## src/rtl/garage_door_pkg.sv

```systemverilog
// garage_door_pkg: state encoding and default timing constants shared by the
// garage door input conditioner and its debouncers.
package garage_door_pkg;
    typedef enum logic [1:0] {
        S_IDLE  = 2'd0,
        S_REQ   = 2'd1,
        S_RUN   = 2'd2,
        S_FAULT = 2'd3
    } state_t;
    localparam int DB_CYCLES_DEF      = 16;
    localparam int TIMEOUT_CYCLES_DEF = 1024;
    localparam int REQ_WAIT_DEF       = 4;
endpackage

```

## src/rtl/input_debouncer.sv

```systemverilog
// input_debouncer: 2-flop synchroniser followed by a debouncer that accepts a
// new level only after DB_CYCLES consecutive mismatching synchronised samples.
module input_debouncer
    import garage_door_pkg::*;
#(
    parameter int DB_CYCLES = DB_CYCLES_DEF
) (
    input  logic CLK,
    input  logic RST,
    input  logic raw,
    output logic deb
);
    localparam int CW = $clog2(DB_CYCLES);
    logic [1:0]    sync_q, sync_d;
    logic [CW-1:0] cnt_q, cnt_d;
    logic          deb_q, deb_d;
    logic          expire;
    always_comb begin
        sync_d = {sync_q[0], raw};
        expire = (sync_q[1] != deb_q) && (cnt_q == CW'(DB_CYCLES - 1));
        cnt_d  = (sync_q[1] == deb_q || expire) ? '0 : cnt_q + 1'b1;
        deb_d  = expire ? sync_q[1] : deb_q;
    end
    always_ff @(posedge CLK) begin
        if (!RST) begin
            sync_q <= '0;
            cnt_q  <= '0;
            deb_q  <= 1'b0;
        end else begin
            sync_q <= sync_d;
            cnt_q  <= cnt_d;
            deb_q  <= deb_d;
        end
    end
    assign deb = deb_q;
endmodule

```

## src/rtl/garage_door_input_conditioner.sv

```systemverilog
// garage_door_input_conditioner: conditions the button and limit switches and
// turns button presses plus motor feedback into the Active run-request level.
module garage_door_input_conditioner
    import garage_door_pkg::*;
#(
    parameter int DB_CYCLES      = DB_CYCLES_DEF,
    parameter int TIMEOUT_CYCLES = TIMEOUT_CYCLES_DEF,
    parameter int REQ_WAIT       = REQ_WAIT_DEF
) (
    input  logic CLK,
    input  logic RST,
    input  logic Btn_Raw,
    input  logic Up_Lim_Raw,
    input  logic Dn_Lim_Raw,
    input  logic Up_Motor,
    input  logic Down_Motor,
    output logic Active,
    output logic UP_Max,
    output logic DN_Max,
    output logic Fault
);
    localparam int WW = $clog2(TIMEOUT_CYCLES);
    localparam int RW = $clog2(REQ_WAIT + 1);
    state_t        state_q, state_d;
    logic [WW-1:0] wd_q, wd_d;
    logic [RW-1:0] req_q, req_d;
    logic          btn_prev_q, btn_prev_d;
    logic          btn_deb, press, lim_fault, running;

    input_debouncer #(.DB_CYCLES(DB_CYCLES)) u_btn (.CLK(CLK), .RST(RST), .raw(Btn_Raw), .deb(btn_deb));
    input_debouncer #(.DB_CYCLES(DB_CYCLES)) u_up  (.CLK(CLK), .RST(RST), .raw(Up_Lim_Raw), .deb(UP_Max));
    input_debouncer #(.DB_CYCLES(DB_CYCLES)) u_dn  (.CLK(CLK), .RST(RST), .raw(Dn_Lim_Raw), .deb(DN_Max));

    always_comb begin
        btn_prev_d = btn_deb;
        press      = btn_deb && !btn_prev_q;
        lim_fault  = UP_Max && DN_Max;
        running    = Up_Motor || Down_Motor;
        wd_d       = (state_q == S_RUN) ? wd_q + 1'b1 : '0;
        req_d      = (state_q == S_REQ) ? req_q + 1'b1 : '0;
        state_d    = state_q;
        if (lim_fault) state_d = S_FAULT;
        else begin
            case (state_q)
                S_IDLE:  state_d = press ? S_REQ : S_IDLE;
                S_REQ:   state_d = running ? S_RUN : (req_q == RW'(REQ_WAIT - 1)) ? S_IDLE : S_REQ;
                // watchdog outranks a stop press, which outranks arrival
                S_RUN:   state_d = (wd_q == WW'(TIMEOUT_CYCLES - 1)) ? S_FAULT : (press || !running) ? S_IDLE : S_RUN;
                S_FAULT: state_d = S_FAULT;
                default: state_d = S_IDLE;
            endcase
        end
    end

    always_ff @(posedge CLK) begin
        if (!RST) begin
            state_q    <= S_IDLE;
            wd_q       <= '0;
            req_q      <= '0;
            btn_prev_q <= 1'b0;
        end else begin
            state_q    <= state_d;
            wd_q       <= wd_d;
            req_q      <= req_d;
            btn_prev_q <= btn_prev_d;
        end
    end

    assign Active = (state_q == S_REQ) || (state_q == S_RUN);
    assign Fault  = (state_q == S_FAULT);
endmodule
```

## config.mk

```make
export PLATFORM = sky130hd
export DESIGN_NAME = garage_door_input_conditioner
export DESIGN_NICKNAME = d
export VERILOG_FILES = /design/src/rtl/garage_door_pkg.sv /design/src/rtl/input_debouncer.sv /design/src/rtl/garage_door_input_conditioner.sv
export SDC_FILE = /design/constraint.sdc
export NUM_CORES = 1
export LEC_CHECK = 0
export ABC_CLOCK_PERIOD_IN_PS = 1800
export BUFFER_PORTS_ARGS = -buffer_cell sky130_fd_sc_hd__buf_2
export CAP_MARGIN = 20
export CORE_MARGIN = 8
export CORE_UTILIZATION = 47
export CTS_CLUSTER_SIZE = 16
export DETAILED_ROUTE_END_ITERATION = 8
export PLACE_DENSITY_LB_ADDON = 0.08
export SETUP_SLACK_MARGIN = 0.1
export SLEW_MARGIN = 20
export SYNTH_ARGS = -nofsm -noshare
export SYNTH_HDL_FRONTEND = slang
export SYNTH_SLANG_ARGS = --single-unit
```

## constraint.sdc

```tcl
create_clock -name CLK -period 1.8 [get_ports CLK]
set_input_delay 0.09 -clock CLK [delete_from_list [all_inputs] [get_ports CLK]]
set_output_delay 0.09 -clock CLK [all_outputs]
set_load 0.05 [all_outputs]
```

## Yosys cells after proc, flatten, opt, wreduce, memory -nomap -nowiden

Cells that the tools add are included.

- Logic and storage cells: 59
- Output and inout bits: 4
- Register bits after elaboration: 37
- Input bits: 7

- Reductions and logical operators: 19
- $add $sub $neg: 5
- Bitwise logic cells: 1
- Eq/ne operators: 14
- Mux-type cells: 7

Operators with widths:

| cell | number |
|---|---|
| adder 4 x 1 -> 4 bit (second input constant) | 3 |
| equality test 4 bit (second input constant) | 3 |
| adder 10 x 1 -> 10 bit (second input constant) | 1 |
| equality test 10 bit (second input constant) | 1 |
| 2-to-1 mux 2 bit | 4 |
| case mux 2 bit (4 select lines) | 1 |
| logical OR 1 bit | 6 |
| OR reduction 2 bit | 3 |
| logical AND 1 bit | 5 |
| equality test 2 bit (second input constant) | 2 |
| AND reduction 2 bit | 2 |
| adder 3 x 1 -> 3 bit (second input constant) | 1 |
| equality test 1 bit | 3 |
| equality test 3 x 2 -> 1 bit (second input constant) | 1 |
| != test 1 bit | 3 |
| equality test 2 x 1 -> 1 bit (second input constant) | 1 |
| zero test 1 bit | 2 |
| zero test 2 bit | 1 |
| 2-to-1 mux 1 bit | 2 |
| inverter 1 bit | 1 |

## Logic depth before layout (Yosys ltp)

- Depth after elaboration: 7
- Mapped depth: 5
- Gate-level depth less buffers: 5

## By module

A second synthesis with hierarchy kept.

- Cell total of the unflattened synthesis: 147
- Area, all modules: 1453.9 um^2

By module, submodules not included:

| module | sequential area each (um^2) | instances | area each (um^2) | cells each |
|---|---|---|---|---|
| input_debouncer | 140.1 | 3 | 245.2 | 23 |
| garage_door_input_conditioner | 320.3 | 1 | 718.2 | 78 |

## Least setup slack after synthesis

OpenSTA, ideal clock, no wires.

- Kind: reg-to-reg
- Start point: register wd_q[0]
- End point: register state_q[0]
- Arrival time: 1.204 ns
- Setup slack: 0.522 ns
- Period minus slack after synthesis: 1.278 ns
- Stages on the path, launching flop included: 5
- Data required time: 1.726 ns
- Path buffers: 0
- Setup time: 0.074 ns
- Cells stage by stage: dfxtp_1 -> ha_1 -> nand4_2 -> or3b_1 -> a31oi_1

- Cells in the longest elaborated chain, start to end: 4

Ends and longest elaborated chain:

| element | line | source |
|---|---|---|
| from (decl) | garage_door_input_conditioner.sv:25 | `logic [WW-1:0] wd_q, wd_d;` |
| from (signal assigned) | garage_door_input_conditioner.sv:63 | `wd_q <= wd_d;` |
| equality test 10 bit | garage_door_input_conditioner.sv:48 | `S_RUN: state_d = (wd_q == WW'(TIMEOUT_CYCLES - 1)) ? S_FAULT : (press \|\| !running) ? S_IDLE : S_RUN;` |
| 2-to-1 mux 2 bit | garage_door_input_conditioner.sv:48 |  |
| case mux 2 bit (4 select lines) | garage_door_input_conditioner.sv:44 | `case (state_q)` |
| 2-to-1 mux 2 bit | garage_door_input_conditioner.sv:42 | `if (lim_fault) state_d = S_FAULT;` |
| to (signal assigned) | garage_door_input_conditioner.sv:62 | `state_q <= state_d;` |
| to (decl) | garage_door_input_conditioner.sv:24 | `state_t state_q, state_d;` |

No other way between the ends.
A chain may end at the register's enable or synchronous reset.

## Worst setup path after layout

Same ends and word-level chain as after synthesis.

==> metrics.md <==
| Metric | Value |
|---|---|
| Status | `finished, final reports clean` |
| Crit-path max cell delay | `0.41 ns` |
| Clk Latency, worst-skew pair | `~0.34 ns` |
| CTS H-tree lvls | `2` |
| Die X | `72.2 µm` |
| Worst setup EP type | `register` |
| Clock-pin slew on the worst setup and hold paths | `0.10 ns` |
| First-pass GRT wire length | `4300 µm` |
| Total track usage | `between 10% and 20%` |
| Vias in the first global route | `just under 1k` |
| Std cell rows | `20` |
| Post-detailed-route count of antenna-violating nets | `0` |
| Buffers on Ports | `10` |
| Unique cell type count in the Yosys netlist | `28` |
| Total CTS buffers | `5` |
| Crit Path Max Fanout | `5` |
| Final setup TNS | `0 ns` |
| DR WL/cell | `11.4 µm` |
| Post-DP HPWL | `1750 µm` |
| Drt first pass iters | `4` |
| F_max | `705 MHz` |
| Fin crit period | `roughly 1.4 ns` |
| PostCTS Resize Cnt | `0` |
| Hold WC Path Type | `input port to register` |
| Net Count, Synth | `168` |
| Ys Warns | `0` |
| Iter 0 DRT Violations | `60` |
| CP required | `between 2 and 2.5 ns` |
| I/O pin count | `11` |
| CTS Buffer Depth | `2` |
| Util after Layout | `55.6%` |
| Cell count along the critical path | `4` |
| Final setup margin | `0.381 ns` |
| Clock Skew | `0.00492 ns` |
| Sink Count | `37` |
| Max-cap violations | `0` |
| CTS tree | `built` |
| Via count | `1,030` |
| Pwr Total | `1.35 mW` |
| Average size of a mapped cell | `9.83 µm²` |
| Share of layout cells above drive strength 1 | `a little over an eighth` |
| Cts hold-fix bufs | `3` |
| DIE AREA | `~5200 µm²` |
| Hold Vio Cnt, Final | `0` |
| Critical path class | `register to register` |
| Post-Syn Instances | `151` |
| Clock Tree Root | `clkbuf_4` |
| Number of diodes | `0` |
| Syn-to-layout area delta | `13.5%` |
| Worst path slowest cell | `or3b_1` |
| Worst reg2reg path depth | `4` |
| Final Max Tran Viols | `0` |
| DRC | `0` |
| Crit path buf inv count | `0` |
| Die height | `between 70 and 80 µm` |
| Gr ovfl total | `0` |
| Critical path's top delay family | `simple AND/OR/NAND/NOR gates` |
| GP Congestion | `~0.79` |
| Least-Margin Pin Slew | `0.301 ns` |
| Largest net degree at the start of global routing | `24` |
| Post-layout nets | `around 190` |
| Peak supply drop | `503 µV` |
| Final wirelength | `2440 µm` |
| Commonest non-fill, non-tap cell in the layout | `dfxtp_1` |
| Synth Cell Area | `1480 µm²` |
| Fillers | `281` |
| Pre-CTS setup slack | `~0.38 ns` |
| Unrepaired setup endpoints after global routing | `no` |
| Max-slew headroom | `between 70% and 80%` |
| Worst EP arrival | `1.69 ns` |
| Antenna violations before repair | `0` |
| Most frequent cells in the layout | `dfxtp_1 (37), nor2_1 (16), nand3_1 (15)` |
| Pwr per Cell Area | `approximately 800 nW/µm²` |
| Sequential share of the synthesized area | `49.9%` |
| Vias per cell | `4.81` |
| Worst Hold Slack | `0.190 ns` |
| Seq cells post-synth | `37` |
| Fin crit share | `roughly 79%` |
| Core area | `3030 µm²` |
| Setup Buffers After CTS | `0` |
| Initial Util | `49.0%` |
| CP Launch Type | `register` |
| Setup Viol. Count Final | `0` |
| Pleak | `0.754 nW` |
| WHS Path Cells | `4` |
| Crit-path cells | `ha_1, nand4_2, or3b_1, a31oi_1` |
[cell usage after synthesis (all sizes together)]
| library cell | number | area share (%) |
|---|---|---|
| clkbuf | 2 | 0.51 |
| inv | 8 | 2.0 |
| a32oi | 1 | 0.59 |
| mux2i | 4 | 2.7 |
| a31oi | 3 | 1.3 |
| nor2b | 5 | 2.1 |
| xor2 | 10 | 5.9 |
| nor2 | 16 | 4.0 |
| and2 | 8 | 3.4 |
| dfxtp | 37 | 50 |
| nand3 | 15 | 5.1 |
| a21bo | 1 | 0.67 |
| and3 | 5 | 2.1 |
| a21o | 1 | 0.51 |
| a41o | 1 | 0.67 |
| or3 | 2 | 0.84 |
| or3b | 2 | 1.2 |
| nand2 | 4 | 1.0 |
| o21ai | 4 | 1.3 |
| ha | 10 | 8.4 |
| xnor2 | 2 | 1.2 |
| nand4 | 2 | 1.3 |
| or2 | 1 | 0.42 |
| buf | 1 | 0.34 |
| and4 | 2 | 1.2 |
| a21oi | 4 | 1.3 |
[state kept, by name, summed over array words and instances (netlist names), 2 cells and up]
name / flops
u_btn.sync_q: 2
u_up.sync_q: 2
state_q: 2
u_dn.cnt_q: 4
req_q: 3
u_up.cnt_q: 4
u_dn.sync_q: 2
wd_q: 10
u_btn.cnt_q: 4
[path summary, 6_finish.rpt]
path	from	endpoint	slack [ns]
setup / recovery	wd_q[0]$_SDFF_PN0_	state_q[0]$_SDFF_PN0_	0.38
hold / removal	Up_Motor	state_q[0]$_SDFF_PN0_	0.19
setup reg to reg	wd_q[0]$_SDFF_PN0_	state_q[0]$_SDFF_PN0_	0.38
hold reg to reg	req_q[0]$_SDFF_PN0_	req_q[0]$_SDFF_PN0_	0.43
[layout make-up]
class	instances	area, µm²	area share, %
multi-input combinational	103	701	41.6
inverter	8	30.0	1.78
timing repair buffer	14	87.6	5.20
clock inverter	1	5.00	0.297
tap	44	55.1	3.27
sequential	37	741	44.0
clock buffer	7	65.1	3.86
[kinds of logic after synthesis]
kind of cell    count (synthesis)  synth area share (%)
buf+inv                        11                  2.87
simple gates                   62                  22.6
compound gates                 15                  6.41
flops                          37                  49.9
mux                             4                  2.70
fa+ha+maj                      10                  8.43
xor+xnor                       12                  7.08
[worst reg2reg max path, stage by stage (launching register included)]
cell	delay (ns)
dfxtp_1	0.38
ha_1	0.24
nand4_2	0.16
or3b_1	0.41
a31oi_1	0.17
[metrics by stage]
step	std cells	instance area, µm²
final	214	1680
after floorplan	151	1480
after CTS	214	1680
after global routing	214	1680
after detailed placement	203	1580
after global placement	203	1580
[report_power, final]
group / internal [mW] / total, mW / switching [mW]
registers: 0.827 / 0.830 / 0.00367
logic: 0.0173 / 0.0321 / 0.0148
clock network: 0.226 / 0.492 / 0.266
[per-layer routing]
layer	global-route usage (%)	part of all wire (%)	vias up	routed length (µm)
met5	0	0	-	0
met4	7.48	2.7	0	65
li1	-	-	551	-
met2	15.3	43	11	1050
met3	3.31	3.0	7	72
met1	13.2	51	461	1250
(Power assumes the default switching activity.)
